## src/rtl/ascon_fifo_if.sv

```systemverilog
// Handshake bundle between the Ascon word FIFO and its producer/consumer.
// The slave modport is the FIFO side; the master modport is the driving block.
interface ascon_fifo_if #(
    parameter int DATA_W = 64,
    parameter int DEPTH  = 4,
    parameter int LVL_W  = $clog2(DEPTH) + 1
);
    logic              flush_i;
    logic              push_i;
    logic [DATA_W-1:0] data_i;
    logic              full_o;
    logic              pop_i;
    logic [DATA_W-1:0] data_o;
    logic              empty_o;
    logic [LVL_W-1:0]  level_o;
    logic              overflow_o;
    logic              underflow_o;

    modport slave (
        input  flush_i, push_i, data_i, pop_i,
        output full_o, data_o, empty_o, level_o, overflow_o, underflow_o
    );

    modport master (
        output flush_i, push_i, data_i, pop_i,
        input  full_o, data_o, empty_o, level_o, overflow_o, underflow_o
    );
endinterface

```

## src/rtl/ascon_fifo.sv

```systemverilog
// First-word fall-through word FIFO with wrap-bit pointers, sticky
// overflow/underflow flags and a synchronous flush.
module ascon_fifo #(
    parameter int DATA_W = 64,
    parameter int DEPTH  = 4,
    parameter int LVL_W  = $clog2(DEPTH) + 1
) (
    input  logic          clk,
    input  logic          rst,
    ascon_fifo_if.slave   bus
);
    localparam int PTR_W = $clog2(DEPTH);
    localparam logic [PTR_W:0] PTR_ONE = (PTR_W + 1)'(1);

    logic [DATA_W-1:0] mem_q [DEPTH];
    logic [PTR_W:0]    wr_ptr_q, wr_ptr_d;
    logic [PTR_W:0]    rd_ptr_q, rd_ptr_d;
    logic              ovf_q, ovf_d;
    logic              unf_q, unf_d;
    logic [PTR_W:0]    ptr_diff;
    logic              empty, full, pop_ok, push_ok, wr_en;

    assign empty    = (wr_ptr_q == rd_ptr_q);
    assign full     = (wr_ptr_q[PTR_W-1:0] == rd_ptr_q[PTR_W-1:0]) &&
                      (wr_ptr_q[PTR_W] != rd_ptr_q[PTR_W]);
    assign ptr_diff = wr_ptr_q - rd_ptr_q;

    // A pop in the same cycle frees the slot a full-FIFO push needs.
    assign pop_ok  = bus.pop_i & ~empty;
    assign push_ok = bus.push_i & (~full | pop_ok);
    assign wr_en   = push_ok & ~bus.flush_i;

    always_comb begin
        wr_ptr_d = wr_ptr_q;
        rd_ptr_d = rd_ptr_q;
        ovf_d    = ovf_q;
        unf_d    = unf_q;
        if (bus.flush_i) begin
            wr_ptr_d = '0;
            rd_ptr_d = '0;
            ovf_d    = 1'b0;
            unf_d    = 1'b0;
        end else begin
            if (pop_ok)  rd_ptr_d = rd_ptr_q + PTR_ONE;
            if (push_ok) wr_ptr_d = wr_ptr_q + PTR_ONE;
            ovf_d = ovf_q | (bus.push_i & ~push_ok);
            unf_d = unf_q | (bus.pop_i & ~pop_ok);
        end
    end

    always_ff @(posedge clk or posedge rst) begin
        if (rst) begin
            wr_ptr_q <= '0;
            rd_ptr_q <= '0;
            ovf_q    <= 1'b0;
            unf_q    <= 1'b0;
        end else begin
            wr_ptr_q <= wr_ptr_d;
            rd_ptr_q <= rd_ptr_d;
            ovf_q    <= ovf_d;
            unf_q    <= unf_d;
        end
    end

    // Flush moves only the pointers; stale words stay in the array.
    always_ff @(posedge clk or posedge rst) begin
        if (rst) begin
            for (int i = 0; i < DEPTH; i++) mem_q[i] <= '0;
        end else if (wr_en) begin
            mem_q[wr_ptr_q[PTR_W-1:0]] <= bus.data_i;
        end
    end

    assign bus.data_o      = mem_q[rd_ptr_q[PTR_W-1:0]];
    assign bus.empty_o     = empty;
    assign bus.full_o      = full;
    assign bus.level_o     = LVL_W'(ptr_diff);
    assign bus.overflow_o  = ovf_q;
    assign bus.underflow_o = unf_q;
endmodule

```

## src/flat_wrapper.sv

```systemverilog
// flat-port wrapper written by rule: the top's interface ports become plain ports
module ascon_fifo_flat 
#(
    parameter int DATA_W = 64,
    parameter int DEPTH  = 4,
    parameter int LVL_W  = $clog2(DEPTH) + 1
)
  (clk, rst, bus_flush_i, bus_push_i, bus_data_i, bus_pop_i, bus_full_o, bus_data_o, bus_empty_o, bus_level_o, bus_overflow_o, bus_underflow_o);
  ascon_fifo_if #(.DATA_W(DATA_W), .DEPTH(DEPTH), .LVL_W(LVL_W)) bus_i ();
  input  logic clk;
  input  logic rst;
  input wire logic [$bits(bus_i.flush_i)-1:0] bus_flush_i;
  input wire logic [$bits(bus_i.push_i)-1:0] bus_push_i;
  input wire logic [$bits(bus_i.data_i)-1:0] bus_data_i;
  input wire logic [$bits(bus_i.pop_i)-1:0] bus_pop_i;
  output wire logic [$bits(bus_i.full_o)-1:0] bus_full_o;
  output wire logic [$bits(bus_i.data_o)-1:0] bus_data_o;
  output wire logic [$bits(bus_i.empty_o)-1:0] bus_empty_o;
  output wire logic [$bits(bus_i.level_o)-1:0] bus_level_o;
  output wire logic [$bits(bus_i.overflow_o)-1:0] bus_overflow_o;
  output wire logic [$bits(bus_i.underflow_o)-1:0] bus_underflow_o;
  assign bus_i.flush_i = bus_flush_i;
  assign bus_i.push_i = bus_push_i;
  assign bus_i.data_i = bus_data_i;
  assign bus_i.pop_i = bus_pop_i;
  assign bus_full_o = bus_i.full_o;
  assign bus_data_o = bus_i.data_o;
  assign bus_empty_o = bus_i.empty_o;
  assign bus_level_o = bus_i.level_o;
  assign bus_overflow_o = bus_i.overflow_o;
  assign bus_underflow_o = bus_i.underflow_o;
  ascon_fifo #(.DATA_W(DATA_W), .DEPTH(DEPTH), .LVL_W(LVL_W)) u_core (.clk(clk), .rst(rst), .bus(bus_i));
endmodule
```

## config.mk

```make
export PLATFORM = sky130hd
export DESIGN_NAME = ascon_fifo_flat
export DESIGN_NICKNAME = d
export VERILOG_FILES = /design/src/rtl/ascon_fifo_if.sv /design/src/rtl/ascon_fifo.sv /design/src/flat_wrapper.sv
export SDC_FILE = /design/constraint.sdc
export NUM_CORES = 1
export LEC_CHECK = 0
export CORE_MARGIN = 1.5
export CORE_UTILIZATION = 55
export CTS_BUF_LIST = sky130_fd_sc_hd__clkbuf_8
export CTS_CLUSTER_SIZE = 12
export DETAILED_ROUTE_END_ITERATION = 7
export GPL_ROUTABILITY_DRIVEN = 0
export PLACE_DENSITY = 0.85
export SLEW_MARGIN = 20
export SYNTH_ARGS = -nofsm -noshare
export SYNTH_HDL_FRONTEND = slang
export SYNTH_SLANG_ARGS = --single-unit
```

## constraint.sdc

```tcl
create_clock -name clk -period 19.55 [get_ports clk]
set_input_delay 1.955 -clock clk [delete_from_list [all_inputs] [get_ports clk]]
set_output_delay 1.955 -clock clk [all_outputs]
set_load 0.01 [all_outputs]
```

== After elaboration in Yosys (flattened, before gate mapping) ==
Cells that the tools add are included.
Word-level totals
  input bits: 69
  flip-flop bits (word level): 264
  output and inout port bits: 71
Operators by class
  bitwise operators: 15
  mux-type cells: 12
  order comparisons: 3
  eq/ne operators: 3
  $add $sub $neg: 3
  reductions and logical operators: 4
Operators by type and width (count)
  bitwise mux 256 bit: 1
  two-way mux 64 bit: 3
  binary-select mux 64 bit (select 2 bit): 1
  demux 64 bit (select 2 bit): 1
  two-way mux 3 bit: 4
  adder 3 x 1 -> 3 bit, second input constant: 2
  greater-or-equal comparator 3 bit, second input constant: 2
  NOT 2 -> 3 bit: 2
  AND 1 bit: 5
  NOT 1 bit: 5
  nonzero test 2 bit: 2
  == test 3 bit: 1
  < comparator 3 x 1 -> 1 bit, second input constant: 1
  OR 1 bit: 3
  subtractor 3 bit: 1
  == test 2 bit: 1
  logical AND 1 bit: 2
  two-way mux 1 bit: 2
  inequality test 1 bit: 1

== Longest topological paths before layout ==
  depth in word-level cells: 9
  gate-level depth with buffers: 7
  gate-level depth less buffers: 5

== Least setup slack after synthesis ==
No wires, ideal clock.
  path kind: register -> output
  from: reg u_core.rd_ptr_q[1]
  to: out bus_data_o[10]
  path buffers: 2
  arrival: 1.514 ns
  slack: 16.081 ns
  data required time: 17.595 ns
  cell stages (with the launch flop): 4
  cells stage by stage: dfrtp_1 -> buf_2 -> buf_2 -> mux4_2
Between the ends
  word-level cells in the longest chain between the ends: 4
Ends and longest elaborated chain
  start, declared: RTL line ascon_fifo.sv:17  | logic [PTR_W:0] rd_ptr_q, rd_ptr_d;
  start signal, assigned: RTL line ascon_fifo.sv:59  | rd_ptr_q <= rd_ptr_d;
  NOT 2 -> 3 bit (not written as such): RTL line ascon_fifo.sv:74  | assign bus.data_o = mem_q[rd_ptr_q[PTR_W-1:0]];
  binary-select mux 64 bit (select 2 bit): RTL line ascon_fifo.sv:74
  two-way mux 64 bit (not written as such) (2 in a row): RTL line ascon_fifo.sv:74
  end, declared: RTL line flat_wrapper.sv:17  | output wire logic [$bits(bus_i.data_o)-1:0] bus_data_o;
Every way passes these cells. The select of a mux whose other input is x is not followed.

== Worst setup path after layout ==
  from: reg u_core.rd_ptr_q[1]
  to: out bus_data_o[42]
The elaborated chain is that of the path after synthesis.

==> results.ini <==
[route]
drtIter0Drc = 285
drc = 0
drtPass1Iterations = 6
ant_nets = 0
avgRoutedWirePerCell_um = 21.1
viasPerCell = 5.79
vias = 6614
postRouteWirelength_mm = 24.1

[timing]
finalCriticalPeriod_ps = 5210
slew_headroom = 0.262
rsz0062_at_grt = no
tns_ps = 0
hold_viol = 0
worstMarginPinSlew_ps = 1110
drv_slew = 0
post-route-period-util = 0.267
clock_skew_ps = 19.1
fin_ws_ps = 14340
fmax_mhz = 192
setup_violations = 0

[logic_synthesis]
yosysSeqAreaShare = 0.560
synth_compound_area_frac = 0.0127
synth_fp_nets = 757
synthSimpleGateAreaFrac = 0.00838
syn_area_um2 = 11800
yosysUniqueCellTypes = 33
synth_top_family_by_area = multiplexers
ys_ff_latch = 264
synth_xor_area_frac = 0.00382
syn_inst = 680
synthAdderAreaFrac = 0.00912
avgSynthCellArea_um2 = 17.3
ys_warn_count = 0
synth.area.mux_share = 0.374

[cells_and_area]
fin_util = 0.674
area_growth_pct = 20.1
diodes = 0
nets = 911
layout_commonest_cell = dfrtp_1
fin_cells = 1143
layout-drive-gt1-share = 0.452
layout_common_cells = 262 x dfrtp_1, 241 x mux2_2, 139 x clkdlybuf4s50_1

[die]
fp.coreArea_um2 = 21000
std_cell_rows = 53
die_h_um = 149
ioPinCount = 140
dieArea_um2 = 22300
start_util = 0.561
die_x_um = 149

[worst_setup_path]
crit_chain = buf_4 -> mux4_2 -> clkdlybuf4s50_1
arrival_ps = 3260
crit_path_start_kind = flip-flop
slowest_stage = dfrtp_4
worstPathRequired_ps = 17590
end_kind = output pin
path_class = reg2out
cp_slowest_stage_delay_ps = 900
cp_max_fo = 35

[job]
maxCapViolCount = 0

[clocking]
clk_pin_slew_ps = 60
cts_resized = 0
htreeDepth = 2
clk_latency_ps = 540
holdBufCountCts = 0
clockRootBuffer = clkbuf_8
clockBufferDepth = 3
cts_buffers = 44
cts_tree = yes
post-cts-setup-buffer-count = 0
cts.sinks = 264

[min_path]
min-delay-path-class = reg2reg

[placement]
placedCellCount = 1063
port_buffers = 139
place_hpwl_mm = 15.0
place_ws_ps = 14510

[pwr]
p_leak_uw = 0.00620
vdd_drop_max_mv = 0.0900
power_density_nw_per_um2 = 123

[global_route]
grt_pass1_wl_mm = 38.9
grt_usage = 0.224
grt-ovfl-total = 0
grt_pass1_vias = 7402
grt_max_degree = 123
antenna_found_initial = 0

[outcome]
status = finished clean

-- final timing paths --
check / start / to / slack, ps / cells after the start
setup / recovery: u_core.rd_ptr_q[1] / bus_data_o[42] / 14340 / 3
hold / removal: u_core.mem_q[255] / u_core.mem_q[255] / 490 / 1
setup reg to reg: u_core.rd_ptr_q[0] / u_core.mem_q[79] / 15580 / 5
hold reg to reg: u_core.mem_q[255] / u_core.mem_q[255] / 490 / 1
max in group asynchronous: rst / u_core.mem_q[11] / 16040 / 3
min in group asynchronous: rst / u_core.mem_q[228] / 2010 / 2
-- worst max-delay path: cells and delay by family, from the launching register on --
kind,cells,cell delay [ps]
DFF,1,900
muxes,1,620
buffers and inverters,2,1180
-- flip-flops by register name (all words and copies together), names as in the netlist --
name                    flops
u_core.wr_ptr_q             3
u_core.rd_ptr_q             3
u_core.bus.underflow_o      1
u_core.mem_q              256
u_core.bus.overflow_o       1
-- logic make-up (layout without fill, tap and decap cells) --
logic type	after synthesis	count (layout)
multiplexers	324	324
flip-flops	264	264
buffers and inverters	48	236
AND/OR/NAND/NOR	19	19
AO/OA/AOI/OAI	14	14
adder cells (fa/ha/maj)	8	8
XOR/XNOR	3	3
-- synth_stat cells --
library cell  number  share of area
mux2_2           241           0.23
and3b_1            2         0.0015
dfrtp_1          264           0.56
nand3b_1           2         0.0013
buf_1              6         0.0019
a41oi_1            1        0.00074
mux2_4            10          0.013
nor2b_1            3         0.0016
clkbuf_2           1        0.00042
nor2_1             9         0.0029
inv_1              8         0.0025
xor2_1             1        0.00074
mux4_2            64           0.12
a21oi_1            2        0.00085
o21ai_4            1         0.0014
o2111ai_4          2         0.0045
o211ai_1           1        0.00064
clkbuf_8           5         0.0058
xnor2_1            1        0.00074
o2111ai_1          2         0.0015
nand2_1            2        0.00064
ha_1               7         0.0074
xnor2_4            1         0.0023
and2_1             1        0.00053
clkbuf_1           2        0.00064
buf_2              7         0.0030
buf_6             19          0.018
mux2_1             9         0.0086
fa_1               1         0.0017
a21oi_2            1        0.00074
a31oi_1            1        0.00053
o31ai_1            2         0.0013
a21boi_0           1        0.00064
-- routing by layer --
layer	vias up	wire, µm	track usage
li1	2859	-	-
met1	3514	10100	0.292
met2	192	11900	0.366
met3	49	1520	0.0628
met4	0	525	0.0728
met5	-	0	0
-- metrics by stage --
step / hold slack (ps) / cell area, µm² / power (µW)
finish: 492 / 14200 / 1750
global route: 512 / 14200 / 1840
CTS: 496 / 14200 / 1770
detailed placement: 482 / 13300 / 1280
global placement: 469 / 13300 / 1250
floorplan: 459 / 11800 / 1080
-- power breakdown --
part	switching (µW)	internal [µW]	total [µW]
Sequential	98.9	706	805
Clock	213	261	473
Combinational	157	310	467
-- area by class of cell --
class,count,area (µm²)
clock inverters,23,93.8
well taps,275,344
multi-input cells,368,4820
repair buffers,148,1480
fillers,1334,6850
flip-flops and latches,264,6610
clock buffers,57,785
inverters,8,37.5
Power figures use the tool's default switching activity.
==> patch (config.mk and constraints unchanged) <==
Register the output `bus.level_o`, without a reset; this adds one clock of latency there.
--- a/src/rtl/ascon_fifo.sv
+++ b/src/rtl/ascon_fifo.sv
@@ -74,7 +74,9 @@
     assign bus.data_o      = mem_q[rd_ptr_q[PTR_W-1:0]];
     assign bus.empty_o     = empty;
     assign bus.full_o      = full;
-    assign bus.level_o     = LVL_W'(ptr_diff);
+    always_ff @(posedge clk) begin
+        bus.level_o <= LVL_W'(ptr_diff);
+    end
     assign bus.overflow_o  = ovf_q;
     assign bus.underflow_o = unf_q;
 endmodule
Function: changed (Yosys sat finds a counterexample within 4 cycles, from zero or initial values and one cycle with rst high).
==> patch against the original RTL <==
Via count hardly changed; wire length is 0.30% lower; register-to-register slack better by 80 ps; die area is 0.50% higher; synthesized area up 0.51%; sequential cell count grew 3; worst setup slack better by 35 ps; design area is 0.27% higher; power increased by 0.37%; sequential power increased by 1%; critical path type unchanged; largest cell class unchanged.
==> patch: results (changes against the original RTL) <==
largest_reg_flops: 256  # unchanged
vias: 6610  # -0.060%
grtUsageTotal_pct: 22.44  # about the same
synth_mux_area_share_pct: 37.16  # -0.19 points
seq_area_frac_synth_pct: 56.22  # +0.22 points
reg2reg_depth: 6  # +1
power_leakage_nw: 6.190  # -0.14%
synthArstFlopShare_pct: 98.88  # -1.1 points
first_iter_violations: 273  # -4.2%
cts_buffers: 43  # -2.3%
syn-num-nets: 760  # +0.40%
reg2reg_from: "u_core.rd_ptr_q[0]$_DFFE_PP0P_"
post_cts_resized: 0  # unchanged
synth_common_cells: "264 x dfrtp_1, 241 x mux2_2, 64 x mux4_2, 19 x buf_6, 10 x mux2_4"
drt-total-wl_microns: 24070  # -0.30%
route.met2.wl_microns: 12660  # +6.0%
synthCells: 683  # +0.44%
synth-compound-area-share_pct: 1.266  # -0.0064 points
maxSlewHeadroom_pct: 26.02  # -0.13 points
grt_pass1_wl_microns: 39160  # +0.78%
crit_path_end: "bus_data_o[39]"
wl_per_cell_microns: 21.11  # about the same
finalClockSkew_ps: 27.25  # +8.100 ps
drive_above_1_share_pct: 45.20  # about the same
drtPass1Iterations: 4  # -2
dp_hpwl_microns: 14830  # -0.99%
ir_worst_vdd_mv: 0.08605  # -4.4%
grt_pass1_vias: 7617  # +2.9%
wl_met3_microns: 1214  # -20%
grtUsageMet3_pct: 4.817  # -1.5 points
synth_cell_types: 34  # +3.0%
synthAdderAreaFrac_pct: 0.9075  # -0.0046 points
synthXorXnorAreaFrac_pct: 0.3799  # -0.0019 points
outcome: "complete, no violations"
fillers: 1390  # +4.2%
drt-met1-wl_microns: 9664  # -4.8%
met2_usage_pct: 39.06  # +2.5 points
hold_ws_ps: 486.4  # -6.017 ps
ys_top_cells_by_area: "dfrtp_1 56%, mux2_2 23%, mux4_2 12%"
nNetsFinal: 912  # +0.11%
timing.rr.end: "u_core.mem_q[237]$_DFFE_PP0P_"
cp.arrival_ps: 3220  # -40 ps
rrSetupSlack_ps: 15660  # +80 ps
grt_max_degree: 110  # -11%
## patch: area by class of cell
cell class	count	area, sq um	share of cell area [%]
clock buffers	54	743.2	5.231
clock inverters	21	117.6	0.8278
inverters	8	37.54	0.2642
multi-input cells	368	4816	33.90
flip-flops and latches	267	6674	46.97
well taps	275	344.1	2.422
repair buffers	147	1475	10.38
## patch: metrics by stage
| step | total power [mW] | setup slack [ps] | area (sq um) |
|---|---|---|---|
| 6_report | 1.752 | 14370 | 14210 |
| 5_1_grt | 1.846 | 14120 | 14210 |
| 4_1_cts | 1.770 | 14270 | 14200 |
| 3_5_place_dp | 1.296 | 14520 | 13340 |
| 3_3_place_gp | 1.253 | 14450 | 13320 |
| 2_1_floorplan | 1.087 | 10330 | 11860 |
## patch: power breakdown
part / internal [mW] / switching [mW] / total [mW] / leakage [nW]
combinational: 0.311 / 0.158 / 0.469 / 2.37
clock: 0.261 / 0.207 / 0.468 / 0.499
sequential: 0.714 / 0.0999 / 0.814 / 3.32
